<file path="config.mk">
export PLATFORM = sky130hd
export DESIGN_NAME = output_uart_tx
export DESIGN_NICKNAME = d
export VERILOG_FILES = /design/src/rtl/bf_io_pkg.sv /design/src/rtl/sync_fifo.sv /design/src/rtl/output_uart_tx.sv
export SDC_FILE = /design/constraint.sdc
export NUM_CORES = 1
export LEC_CHECK = 0
export ABC_CLOCK_PERIOD_IN_PS = 5580
export CAP_MARGIN = 15
export CORE_MARGIN = 2
export CORE_UTILIZATION = 40
export DETAILED_ROUTE_END_ITERATION = 12
export PLACE_DENSITY = 0.62
export REMOVE_ABC_BUFFERS = 1
export SETUP_SLACK_MARGIN = 0.05
export SYNTH_ARGS = -nofsm -noshare
export SYNTH_HDL_FRONTEND = slang
export SYNTH_HIERARCHICAL = 1
export SYNTH_SLANG_ARGS = --single-unit
</file>
<file path="constraint.sdc">
create_clock -name clk -period 5.58 [get_ports clk]
set_input_delay 1.395 -clock clk [delete_from_list [all_inputs] [get_ports clk]]
set_output_delay 1.395 -clock clk [all_outputs]
set_load 0.02 [all_outputs]
</file>
<file path="src/rtl/bf_io_pkg.sv">
// ---------------------------------------------------------------------------
// bf_io_pkg
// Shared definitions for the processor I/O blocks: UART state encodings and
// default timing/FIFO sizing constants used by the output transmitter and the
// input receiver.
// ---------------------------------------------------------------------------
package bf_io_pkg;

    // UART serializer states
    typedef enum logic [1:0] {
        UART_IDLE  = 2'd0,
        UART_START = 2'd1,
        UART_DATA  = 2'd2,
        UART_STOP  = 2'd3
    } uart_state_e;

    localparam int unsigned DATA_WIDTH_DEFAULT      = 8;
    localparam int unsigned CLKS_PER_BIT_DEFAULT    = 868;   // 100 MHz / 115200
    localparam int unsigned FIFO_ADDR_WIDTH_DEFAULT = 4;

    // Counter width for a range of v values, never narrower than one bit
    function automatic int unsigned clog2_min1(input int unsigned v);
        return (v > 1) ? $clog2(v) : 1;
    endfunction

endpackage

</file>
<file path="src/rtl/sync_fifo.sv">
// ---------------------------------------------------------------------------
// sync_fifo
// Single-clock FIFO with registered read data and registered full/empty flags.
// Pointers carry one extra wrap bit so full and empty are distinguishable.
//
// Ports:
//   clk        system clock
//   rst        asynchronous active-high reset (pointers and flags)
//   push_i     write wr_data_i this edge (caller guarantees room or a pop)
//   wr_data_i  data to write
//   pop_i      read the head into rd_data_o this edge (caller guarantees data)
//   rd_data_o  registered head value captured by the last pop
//   full_o     FIFO holds 2^ADDR_WIDTH entries
//   empty_o    FIFO holds no entries
// ---------------------------------------------------------------------------
module sync_fifo #(
    parameter int unsigned DATA_WIDTH = 8,
    parameter int unsigned ADDR_WIDTH = 4
) (
    input  logic                  clk,
    input  logic                  rst,
    input  logic                  push_i,
    input  logic [DATA_WIDTH-1:0] wr_data_i,
    input  logic                  pop_i,
    output logic [DATA_WIDTH-1:0] rd_data_o,
    output logic                  full_o,
    output logic                  empty_o
);

    localparam int unsigned DEPTH = 2 ** ADDR_WIDTH;
    localparam int unsigned PTR_W = ADDR_WIDTH + 1;

    logic [DATA_WIDTH-1:0] mem_q [DEPTH];
    logic [PTR_W-1:0]      wr_ptr_q;
    logic [PTR_W-1:0]      wr_ptr_d;
    logic [PTR_W-1:0]      rd_ptr_q;
    logic [PTR_W-1:0]      rd_ptr_d;
    logic [DATA_WIDTH-1:0] rd_data_q;
    logic                  full_q;
    logic                  empty_q;

    // Next pointers; wrap naturally through the extra MSB
    always_comb begin
        wr_ptr_d = wr_ptr_q + PTR_W'(push_i);
        rd_ptr_d = rd_ptr_q + PTR_W'(pop_i);
    end

    // Storage; a push coincident with a pop on a full FIFO overwrites the
    // slot being read, which is safe because the read samples the old value
    always_ff @(posedge clk) begin
        if (push_i) begin
            mem_q[wr_ptr_q[ADDR_WIDTH-1:0]] <= wr_data_i;
        end
    end

    // Pointers, flags and read register
    always_ff @(posedge clk or posedge rst) begin
        if (rst) begin
            wr_ptr_q  <= '0;
            rd_ptr_q  <= '0;
            rd_data_q <= '0;
            full_q    <= 1'b0;
            empty_q   <= 1'b1;
        end else begin
            wr_ptr_q <= wr_ptr_d;
            rd_ptr_q <= rd_ptr_d;
            full_q   <= (wr_ptr_d[ADDR_WIDTH] != rd_ptr_d[ADDR_WIDTH]) &&
                        (wr_ptr_d[ADDR_WIDTH-1:0] == rd_ptr_d[ADDR_WIDTH-1:0]);
            empty_q  <= (wr_ptr_d == rd_ptr_d);
            if (pop_i) begin
                rd_data_q <= mem_q[rd_ptr_q[ADDR_WIDTH-1:0]];
            end
        end
    end

    assign rd_data_o = rd_data_q;
    assign full_o    = full_q;
    assign empty_o   = empty_q;

endmodule

</file>
<file path="src/rtl/output_uart_tx.sv">
// ---------------------------------------------------------------------------
// output_uart_tx
// Sink for the processor output port. Each byte strobed on data_in_en is
// buffered in a FIFO and sent as an 8N1 UART frame. Bytes arriving while the
// FIFO is full (and no pop is happening) are dropped and flagged in a sticky
// overflow bit.
//
// Ports:
//   clk           system clock, rising edge
//   rst           asynchronous active-high reset
//   data_in       byte from cpu data_out
//   data_in_en    one-cycle strobe qualifying data_in
//   overflow_clr  synchronous clear of overflow (a same-edge drop wins)
//   tx            UART serial line, idle high
//   busy          frame in progress or FIFO non-empty
//   fifo_full     FIFO holds 2^FIFO_ADDR_WIDTH entries
//   overflow      sticky drop indicator
// ---------------------------------------------------------------------------
module output_uart_tx
    import bf_io_pkg::*;
#(
    parameter int unsigned DATA_WIDTH      = DATA_WIDTH_DEFAULT,
    parameter int unsigned FIFO_ADDR_WIDTH = FIFO_ADDR_WIDTH_DEFAULT,
    parameter int unsigned CLKS_PER_BIT    = CLKS_PER_BIT_DEFAULT
) (
    input  logic                  clk,
    input  logic                  rst,
    input  logic [DATA_WIDTH-1:0] data_in,
    input  logic                  data_in_en,
    input  logic                  overflow_clr,
    output logic                  tx,
    output logic                  busy,
    output logic                  fifo_full,
    output logic                  overflow
);

    localparam int unsigned BAUD_W = clog2_min1(CLKS_PER_BIT);
    localparam int unsigned BIT_W  = clog2_min1(DATA_WIDTH);
    localparam logic [BAUD_W-1:0] BAUD_LAST = BAUD_W'(CLKS_PER_BIT - 1);
    localparam logic [BIT_W-1:0]  BIT_LAST  = BIT_W'(DATA_WIDTH - 1);

    uart_state_e           state_q;
    logic [BAUD_W-1:0]     baud_q;
    logic [BIT_W-1:0]      bit_q;
    logic [DATA_WIDTH-1:0] shift_q;
    logic                  tx_q;
    logic                  busy_q;
    logic                  overflow_q;

    logic                  fifo_full_s;
    logic                  fifo_empty_s;
    logic [DATA_WIDTH-1:0] fifo_rd_data_s;

    logic                  baud_end_c;
    logic                  pop_c;
    logic                  push_c;
    logic                  drop_c;

    // Pop when idle with data waiting, or at the last stop-bit cycle so the
    // next frame starts without an idle gap. A pop frees a slot on the same
    // edge, so a full FIFO still accepts a byte then.
    always_comb begin
        baud_end_c = (baud_q == BAUD_LAST);
        pop_c      = ~fifo_empty_s &
                     ((state_q == UART_IDLE) |
                      ((state_q == UART_STOP) & baud_end_c));
        push_c     = data_in_en & (~fifo_full_s | pop_c);
        drop_c     = data_in_en & fifo_full_s & ~pop_c;
    end

    sync_fifo #(
        .DATA_WIDTH (DATA_WIDTH),
        .ADDR_WIDTH (FIFO_ADDR_WIDTH)
    ) u_fifo (
        .clk       (clk),
        .rst       (rst),
        .push_i    (push_c),
        .wr_data_i (data_in),
        .pop_i     (pop_c),
        .rd_data_o (fifo_rd_data_s),
        .full_o    (fifo_full_s),
        .empty_o   (fifo_empty_s)
    );

    // Serializer FSM. The line and busy registers follow the state one cycle
    // later, which gives the popped byte time to land in the FIFO read
    // register before it is loaded into the shift register.
    always_ff @(posedge clk or posedge rst) begin
        if (rst) begin
            state_q    <= UART_IDLE;
            baud_q     <= '0;
            bit_q      <= '0;
            shift_q    <= '0;
            tx_q       <= 1'b1;
            busy_q     <= 1'b0;
            overflow_q <= 1'b0;
        end else begin
            busy_q <= (state_q != UART_IDLE) | ~fifo_empty_s;

            if (drop_c) begin
                overflow_q <= 1'b1;
            end else if (overflow_clr) begin
                overflow_q <= 1'b0;
            end

            case (state_q)
                UART_IDLE: begin
                    tx_q   <= 1'b1;
                    baud_q <= '0;
                    if (!fifo_empty_s) begin
                        state_q <= UART_START;
                    end
                end
                UART_START: begin
                    tx_q <= 1'b0;
                    if (baud_end_c) begin
                        baud_q  <= '0;
                        bit_q   <= '0;
                        shift_q <= fifo_rd_data_s;
                        state_q <= UART_DATA;
                    end else begin
                        baud_q <= baud_q + BAUD_W'(1);
                    end
                end
                UART_DATA: begin
                    tx_q <= shift_q[0];
                    if (baud_end_c) begin
                        baud_q  <= '0;
                        shift_q <= {1'b0, shift_q[DATA_WIDTH-1:1]};
                        if (bit_q == BIT_LAST) begin
                            state_q <= UART_STOP;
                        end else begin
                            bit_q <= bit_q + BIT_W'(1);
                        end
                    end else begin
                        baud_q <= baud_q + BAUD_W'(1);
                    end
                end
                UART_STOP: begin
                    tx_q <= 1'b1;
                    if (baud_end_c) begin
                        baud_q  <= '0;
                        state_q <= fifo_empty_s ? UART_IDLE : UART_START;
                    end else begin
                        baud_q <= baud_q + BAUD_W'(1);
                    end
                end
                default: begin
                    tx_q    <= 1'b1;
                    baud_q  <= '0;
                    state_q <= UART_IDLE;
                end
            endcase
        end
    end

    assign tx        = tx_q;
    assign busy      = busy_q;
    assign fifo_full = fifo_full_s;
    assign overflow  = overflow_q;

endmodule
</file>
==> results of run 1 <==
-- cell usage in the layout, fill, tap and decap left out, types with 3 or more instances in the layout --
cell type | netlist | final
a21oi_1 | 15 | 15
buf_4 | 2 | 4
clkbuf_16 | 0 | 17
clkdlybuf4s50_1 | 0 | 15
clkinvlp_4 | 0 | 4
dfrtp_1 | 44 | 44
edfxtp_1 | 128 | 128
ha_1 | 12 | 12
inv_1 | 12 | 12
inv_6 | 0 | 4
mux2_2 | 8 | 8
mux2i_1 | 7 | 7
mux4_1 | 8 | 8
mux4_2 | 24 | 24
nand2_1 | 11 | 11
nand2b_1 | 3 | 3
nand3_1 | 11 | 11
nand3b_1 | 3 | 3
nor2_1 | 30 | 30
nor3_1 | 8 | 8
o21ai_1 | 3 | 3
o22ai_1 | 16 | 16
xnor2_1 | 6 | 6
xor2_1 | 11 | 11
-- power by group through the flow --
stage                     clock [mW]  combinational (mW)  sequential (mW)
final                           1.08               0.249             1.59
after global routing            1.16               0.277             1.60
after CTS                       1.10               0.251             1.59
after detailed placement           0               0.250             1.61
after global placement             0               0.244             1.61
after floorplan                    0               0.168             1.59
-- cell type report --
cell class,count,share of cell area [%]
Sequential cell,174,61.8
Inverter,12,0.557
Clock buffer,18,5.31
Clock inverter,12,1.30
Tap cell,229,3.55
Multi-Input combinational cell,209,25.1
Timing Repair Buffer,21,2.38
-- state kept, by name (all words and copies together) (netlist names) --
register / count
busy: 1
state_q: 2
u_fifo/full_o: 1
u_fifo/mem_q: 128
tx: 1
shift_q: 8
baud_q: 10
overflow: 1
bit_q: 3
u_fifo/empty_o: 1
u_fifo/rd_data_o: 8
u_fifo/rd_ptr_q: 5
u_fifo/wr_ptr_q: 5
-- cells by family after synthesis --
kind of cell	share of synthesized area (%)
buffers and inverters	2.33
xor gates and xnor gates	2.61
muxes	12.8
DFF	69.5
AOI/OAI and AO/OA	4.28
and+or+nand+nor	6.37
adders and majority gates	2.09
-- worst reg2reg max path, stage by stage (launching register included) --
cell,delay [ns]
dfrtp_1,0.39
ha_1,0.29
nand4b_2,0.25
o31ai_4,0.45
nand2_1,0.12
a21boi_1,0.56
or3b_2,0.55
nor3_1,0.89
-- through the flow --
| step | cell area [µm²] | util, % | std cells |
|---|---|---|---|
| finish | 8080 | 45.5 | 675 |
| CTS | 8070 | 45.4 | 673 |
| floorplan | 7070 | - | 395 |
| detailed placement | 7530 | 42.4 | 643 |
| global route | 8080 | 45.5 | 675 |
| global placement | 7530 | 42.3 | 642 |
-- final timing paths --
path | startpoint | end | slack [ns] | cells past startpoint
setup / recovery | baud_q[0]$_DFF_PP0_ | u_fifo/mem_q[0][4]$_DFFE_PP_ | 1.70 | 7
hold / removal | baud_q[0]$_DFF_PP0_ | baud_q[0]$_DFF_PP0_ | 0.49 | 1
setup reg to reg | baud_q[0]$_DFF_PP0_ | u_fifo/mem_q[0][4]$_DFFE_PP_ | 1.70 | 7
hold reg to reg | baud_q[0]$_DFF_PP0_ | baud_q[0]$_DFF_PP0_ | 0.49 | 1
max in group asynchronous | rst | bit_q[1]$_DFFE_PP0P_ | 3.43 | 2
min in group asynchronous | rst | u_fifo/full_o$_DFF_PP0_ | 1.44 | 2
-- routing by layer --
metal,vias to the layer above,track usage (%)
met3,6,4.16
met4,0,4.51
li1,1655,-
met2,68,23.4
met1,1811,19.4
met5,-,0
==> flow_summary.toml, run 1 <==
[place]
hpwl_um = 8590
gp_congestion = 0.738
dp_slack_ns = 1.35
port_buffers = 15

[logic_synthesis]
yosysSeqAreaShare_pct = 69.5
syn_inst = 413
netlist.area_leader.share_pct = 53.5
synth.most_common_cell = "edfxtp_1"
ys_warn_count = 6
syn_area_mm2 = 0.00719
ys_top_cells_by_count = "edfxtp_1, dfrtp_1, nor2_1, mux4_2, o22ai_1"
yosysTopAreaCell = "edfxtp_1"
ys_seq_elements = 174
async_flop_share_pct = 26.4
synth_area_leaders = "edfxtp_1, dfrtp_1, mux4_2"
synth_edf_count = 128
yosysUniqueCellTypes = 53
avgSynthCellArea_um2 = 17.4
yosys_most_used_dff = "edfxtp_1"

[global_routing]
grt.overflow.total = 0
grt_first_pass_wirelength_um = 20900
grt_pass1_vias = 3632
grt_usage_pct = 14.6
grt_max_degree = 37
antenna_found_initial = 0

[clocking]
clk_pin_slew_worst_paths_ns = 0.07
cts_hold_buf = 0
clk_path_buf_depth = 2
cts_tree = "done"
cts.sinks = 174
cts_buffers = 17
clockRootBuffer = "clkbuf_16"
worst_skew_pair.late_latency_ns = 0.43
post_cts_resized = 0
h-tree-depth = 4
post_cts.repair.setup_buffers = 0

[run]
cap_violations = 0

[final_layout]
nFillCells = 1567
drive_above_1_share_pct = 18.8
multi_input_area_mm2 = 0.00203
diodes = 0
area_growth_pct = 12.4
regArea_mm2 = 0.00500
num-nets-final = 459

[pwr]
p_seq_share_pct = 54.4
combPwrFrac_pct = 8.6
intPower_mw = 2.19
p_total_mw = 2.91
leakage_nw = 2.81
vdd_drop_max_mv = 0.213
clock_power_share_pct = 37.0
power_density_mw_per_mm2 = 361
p_sw_share_pct = 24.8
p_switching_mw = 0.722

[timing]
fin_tns_setup_ns = 0
post-route-period-util_pct = 69.5
clock.fmax_ghz = 0.258
skew_ns = 0.0119
relSlewSlack_pct = 23.1
max_slew.worst_pin.slew_ns = 1.14
setup_ws_ns = 1.70
hold_slack_ns = 0.486
rsz0062_at_grt = "no"
finalSetupViolations = 0
finalCriticalPeriod_ns = 3.88
finalHoldViolCount = 0
slew_violations = 0

[die]
io_pins = 16
dieArea_mm2 = 0.0191
die_w_um = 138
placementRows = 49
initial_core_util_pct = 40.4
core_area_mm2 = 0.0178
die_h_um = 138

[run_status]
outcome = "finished clean"

[drt]
vias = 3540
wl_per_cell_um = 19.5
viasPerCell = 5.24
firstDrtPassIters = 4
drc = 0
dr.first_iter.drc_count = 363
postRouteAntennaNets = 0
route.met3.wl_um = 620
met1_length_um = 5790
dr_wl_met2_um = 6660
routed_wl_um = 13200
highest_layer = "met4"

[setup_path]
critPathSlowestCell = "nor3_1"
worstPathMaxFanout = 8
arrival_ns = 3.92
worstSetupPathType = "reg2reg"
crit_required_ns = 5.62
cp_cell_sequence = "ha_1, nand4b_2, o31ai_4, nand2_1, a21boi_1, or3b_2, nor3_1"
endpoint_kind = "register"
startpoint_type = "register"
slowest_delay_ns = 0.89
crit_family = "simple AND/OR/NAND/NOR gates"
path_buf_inv = 0

[min_path]
worstHoldPathType = "reg2reg"
Power figures use the tool's default switching activity.
==> run 2: changes to the inputs <==
--- a/config.mk
+++ b/config.mk
@@ -5,12 +5,12 @@
 export SDC_FILE = /design/constraint.sdc
 export NUM_CORES = 1
 export LEC_CHECK = 0
-export ABC_CLOCK_PERIOD_IN_PS = 5580
+export ABC_CLOCK_PERIOD_IN_PS = 3400
 export CAP_MARGIN = 15
 export CORE_MARGIN = 2
 export CORE_UTILIZATION = 40
 export DETAILED_ROUTE_END_ITERATION = 12
-export PLACE_DENSITY = 0.62
+export PLACE_DENSITY = 0.64
 export REMOVE_ABC_BUFFERS = 1
 export SETUP_SLACK_MARGIN = 0.05
 export SYNTH_ARGS = -nofsm -noshare
==> constraint.sdc (replaced) <==
create_clock -name clk -period 3.4 [get_ports clk]
set_input_delay 0.85 -clock clk [delete_from_list [all_inputs] [get_ports clk]]
set_output_delay 0.85 -clock clk [all_outputs]
set_load 0.02 [all_outputs]
==> run 2 against run 1 <==
Effect of this change:
- sequential share of layout area fell by 1.4 points
- clock skew fell by 0.0015 ns
- cell count rose by 2.8%
- combinational power rose by 84%
- hold slack improved by 0.0066 ns
- clock power rose by 74%
- die area did not move
- clock-buffer cell count did not move
==> flow_summary.toml, run 2 (synthesis gave the netlist of run 1 again) <==
[final_layout]
mostFrequentLayoutCells = "edfxtp_1, dfrtp_1, nor2_1, buf_4, mux4_2"
largest_reg_flops = 128
diodes = 0
nFillCells = 1491
area_growth_pct = 14.9
postLayoutCoreUtil_pct = 46.5
regArea_mm2 = 0.00500
num-nets-final = 477
fin_area_mm2 = 0.00826
multi_input_area_mm2 = 0.00203
fin_cells = 694
final_common_cell = "edfxtp_1"
drive_above_1_share_pct = 21.5

[timing]
clock.fmax_ghz = 0.320
relSlewSlack_pct = 34.1
finalHoldViolCount = 0
setup_ws_ns = 0.271
max_slew.worst_pin.slew_ns = 0.988
hold_slack_ns = 0.492
rsz0062_at_grt = "no"
skew_ns = 0.0104
finalCriticalPeriod_ns = 3.13
finalSetupViolations = 0
fin_tns_setup_ns = 0
post-route-period-util_pct = 92.0
slew_violations = 0

[clocking]
cts.sinks = 174
cts_tree = "done"
clk_pin_slew_worst_paths_ns = 0.07
worst_skew_pair.late_latency_ns = 0.43
h-tree-depth = 4
post_cts.repair.setup_buffers = 0
clockRootBuffer = "clkbuf_16"
cts_buffers = 17
cts_hold_buf = 0
clk_path_buf_depth = 2

[setup_path]
crit_required_ns = 3.73
startpoint_type = "register"
critPathSlowestCell = "or3_1"
worstPathMaxFanout = 5
cp_cell_sequence = "ha_1, nand4b_4, o31ai_4, nand2_1, a21boi_1, ha_1, ha_1, xor2_2, xnor3_1, or3_1, nor3b_1"
arrival_ns = 3.46
slowest_delay_ns = 0.42
cp_common_cell = "ha_1"
crit_family = "simple AND/OR/NAND/NOR gates"
endpoint_kind = "register"
ff2ff_setup_slack_ns = 0.27
worstSetupPathType = "reg2reg"
path_buf_inv = 0

[pwr]
combPwrFrac_pct = 9.3
p_total_mw = 4.94
clock_power_share_pct = 38.1
p_seq_share_pct = 52.6
intPower_mw = 3.76
power_density_mw_per_mm2 = 598
leakage_nw = 2.94
p_switching_mw = 1.18
vdd_drop_max_mv = 0.501
p_sw_share_pct = 23.9

[drt]
postRouteAntennaNets = 0
viasPerCell = 5.29
vias = 3670
drc = 0
firstDrtPassIters = 5
routed_wl_um = 13500
dr.first_iter.drc_count = 376
wl_per_cell_um = 19.5

[die]
die_w_um = 138
dieArea_mm2 = 0.0191
die_h_um = 138
placementRows = 49
io_pins = 16
core_area_mm2 = 0.0178
initial_core_util_pct = 40.4

[global_routing]
grt_first_pass_wirelength_um = 21600
grt_max_degree = 37
grt_pass1_vias = 3795
antenna_found_initial = 0
grt.overflow.total = 0
grt_usage_pct = 15.1

[min_path]
worstHoldPathType = "reg2reg"

[place]
dp.cells = 663
post_dp_cell_area_mm2 = 0.00768
dp_slack_ns = 0.272
gp_congestion = 0.776
hpwl_um = 8580
port_buffers = 15

[run]
cap_violations = 0

[run_status]
outcome = "finished clean"
run 2: worst paths after layout:
check,cells past startpoint,to,start
worst max register to register,11,u_fifo/full_o$_DFF_PP0_,baud_q[0]$_DFF_PP0_
max in group asynchronous,2,bit_q[0]$_DFFE_PP0P_,rst
worst min register to register,1,baud_q[0]$_DFF_PP0_,baud_q[0]$_DFF_PP0_
worst min-delay path,1,baud_q[0]$_DFF_PP0_,baud_q[0]$_DFF_PP0_
min in group asynchronous,2,u_fifo/rd_ptr_q[1]$_DFF_PP0_,rst
worst max-delay path,11,u_fifo/full_o$_DFF_PP0_,baud_q[0]$_DFF_PP0_
run 2: cell type report:
cell class | instances | share of cell area, %
Clock buffer | 18 | 5.19
Clock inverter | 13 | 1.70
Inverter | 12 | 0.545
Multi-Input combinational cell | 209 | 24.6
Sequential cell | 174 | 60.5
Tap cell | 229 | 3.47
Timing Repair Buffer | 39 | 4.00
run 2: layer usage:
layer	part of all wire, %	vias up	routed length [µm]	global-route usage (%)
met1	45	1874	6090	21.2
li1	-	1694	-	-
met4	1.2	0	156	4.94
met3	4.2	13	575	3.78
met5	0	-	0	0
met2	50	89	6700	23.5
run 2: timing repair:
item | 4_1_cts | 5_1_grt
endpoints found under the setup margin | 0 | 2
resized for setup | 0 | 1
endpoints found under the hold margin | 0 | 0
run 2: power by group through the flow:
stage / Sequential (mW) / Clock (mW) / Combinational, mW
final: 2.60 / 1.88 / 0.458
after global routing: 2.61 / 2.02 / 0.502
after CTS: 2.60 / 1.92 / 0.460
after detailed placement: 2.64 / 0 / 0.456
after global placement: 2.63 / 0 / 0.444
after floorplan: 2.60 / 0 / 0.275
==> run 3: changes to the inputs <==
--- a/config.mk
+++ b/config.mk
@@ -5,12 +5,12 @@
 export SDC_FILE = /design/constraint.sdc
 export NUM_CORES = 1
 export LEC_CHECK = 0
-export ABC_CLOCK_PERIOD_IN_PS = 3400
+export ABC_CLOCK_PERIOD_IN_PS = 3700
 export CAP_MARGIN = 15
 export CORE_MARGIN = 2
 export CORE_UTILIZATION = 40
 export DETAILED_ROUTE_END_ITERATION = 12
-export PLACE_DENSITY = 0.64
+export PLACE_DENSITY = 0.62
 export REMOVE_ABC_BUFFERS = 1
 export SETUP_SLACK_MARGIN = 0.05
 export SYNTH_ARGS = -nofsm -noshare
==> constraint.sdc (replaced) <==
create_clock -name clk -period 3.7 [get_ports clk]
set_input_delay 0.925 -clock clk [delete_from_list [all_inputs] [get_ports clk]]
set_output_delay 0.925 -clock clk [all_outputs]
set_load 0.02 [all_outputs]
==> run 3 against run 2 <==
Effect of this change:
- first-iteration DRC count fell by 25%
- final area barely moved
- clock power fell by 8%
- clock skew rose by 0.0098 ns
- largest power group unchanged
- highest routed layer unchanged
==> flow_summary.toml, run 3 (synthesis gave the netlist of run 1 again) <==
[run_status]
outcome = "finished clean"

[setup_path]
slowest_delay_ns = 0.44
worstSetupPathType = "reg2reg"
arrival_ns = 3.66
critPathSlowestCell = "o31ai_4"
crit_family = "simple AND/OR/NAND/NOR gates"
path_buf_inv = 0
worstPathMaxFanout = 8
crit_required_ns = 4.02
endpoint_kind = "register"
cp_common_cell = "ha_1"
cp_cell_sequence = "ha_1, nand4b_2, o31ai_4, nand2_1, a21boi_2, ha_1, ha_1, xor2_2, xnor3_1, or3_1, nor3b_1"
startpoint_type = "register"

[die]
core_area_mm2 = 0.0178
die_h_um = 138
die_w_um = 138
placementRows = 49
initial_core_util_pct = 40.4
dieArea_mm2 = 0.0191
io_pins = 16

[drt]
vias = 3629
drc = 0
wl_per_cell_um = 19.3
routed_wl_um = 13400
firstDrtPassIters = 4
viasPerCell = 5.24
dr.first_iter.drc_count = 283
postRouteAntennaNets = 0

[timing]
skew_ns = 0.0202
setup_ws_ns = 0.366
rsz0062_at_grt = "no"
finalCriticalPeriod_ns = 3.33
clock.fmax_ghz = 0.300
relSlewSlack_pct = 37.5
max_slew.worst_pin.slew_ns = 0.938
finalSetupViolations = 0
slew_violations = 0
post-route-period-util_pct = 90.1
fin_tns_setup_ns = 0
finalHoldViolCount = 0

[clocking]
cts_hold_buf = 0
post_cts.repair.setup_buffers = 0
cts_tree = "done"
post_cts_resized = 0
clockRootBuffer = "clkbuf_16"
clk_pin_slew_worst_paths_ns = 0.07
worst_skew_pair.late_latency_ns = 0.43
clk_path_buf_depth = 2
cts.sinks = 174
h-tree-depth = 4
cts_buffers = 17

[final_layout]
mostFrequentLayoutCells = "edfxtp_1, dfrtp_1, nor2_1, mux4_2, buf_4"
area_growth_pct = 15.0
drive_above_1_share_pct = 22.0
largest_reg_flops = 128
diodes = 0
nFillCells = 1551
num-nets-final = 474
final_common_cell = "edfxtp_1"

[pwr]
power_density_mw_per_mm2 = 548
leakage_nw = 2.93
vdd_drop_max_mv = 0.343

[global_routing]
grt.overflow.total = 0
grt_max_degree = 37
grt_first_pass_wirelength_um = 20900
antenna_found_initial = 0
grt_usage_pct = 14.7
grt_pass1_vias = 3715

[place]
port_buffers = 15
gp_congestion = 0.782
dp_slack_ns = 0.312
hpwl_um = 8580

[run]
cap_violations = 0

[min_path]
worstHoldPathType = "reg2reg"
==> run 3: cell types whose count changed in the layout (fill, tap and decap cells not counted), moves of 2 or more <==
cell and change:
buf_4 -4, clkinvlp_4 -2, clkinv_1 -3, inv_6 +4
==> run 3: final timing paths <==
path	cells past startpoint	startpoint	to	slack [ns]
max	11	baud_q[0]$_DFF_PP0_	u_fifo/full_o$_DFF_PP0_	0.37
max in group asynchronous	2	rst	u_fifo/wr_ptr_q[3]$_DFF_PP0_	2.16
min reg2reg	1	baud_q[0]$_DFF_PP0_	baud_q[0]$_DFF_PP0_	0.49
min	1	baud_q[0]$_DFF_PP0_	baud_q[0]$_DFF_PP0_	0.49
max reg2reg	11	baud_q[0]$_DFF_PP0_	u_fifo/full_o$_DFF_PP0_	0.37
min in group asynchronous	2	rst	baud_q[5]$_DFF_PP0_	0.81
==> run 3: worst register-to-register path: stages (launching register included) <==
cell and delay, ns:
dfrtp_1 0.39, ha_1 0.27, nand4b_2 0.24, o31ai_4 0.44, nand2_1 0.15, a21boi_2 0.29
ha_1 0.22, ha_1 0.21, xor2_2 0.17, xnor3_1 0.22, or3_1 0.40, nor3b_1 0.23
==> run 3: cell type report <==
| type | count | area (µm²) | area share [%] |
|---|---|---|---|
| Multi-Input combinational cell | 209 | 2030 | 24.5 |
| Sequential cell | 174 | 5000 | 60.5 |
| Timing Repair Buffer | 36 | 328 | 3.97 |
| Clock inverter | 14 | 151 | 1.83 |
| Inverter | 12 | 45.0 | 0.545 |
| Clock buffer | 18 | 429 | 5.19 |
| Tap cell | 229 | 287 | 3.47 |
==> run 3: power by group <==
group | internal, mW | switching (mW) | leakage (nW) | total (mW)
clock | 0.953 | 0.774 | 0.283 | 1.73
sequential | 2.29 | 0.0914 | 1.74 | 2.38
combinational | 0.174 | 0.249 | 0.911 | 0.423
total | 3.42 | 1.11 | 2.93 | 4.53
==> run 3: metal layers <==
metal | global-route usage (%) | share of wire, %
met1 | 19.7 | 46
met2 | 23.8 | 50
met3 | 3.98 | 3.3
met4 | 4.19 | 0.95
met5 | 0 | 0
==> run 3: metrics by stage <==
stage	power (mW)	std cells	util, %	hold WS (ns)	cell area, µm²
after CTS	4.58	691	46.3	0.489	8240
after global placement	2.82	659	43.1	0.473	7650
after detailed placement	2.85	659	43.1	0.478	7650
after floorplan	2.65	395	-	0.452	7070
after global routing	4.72	692	46.5	0.496	8270
final	4.53	692	46.5	0.489	8270
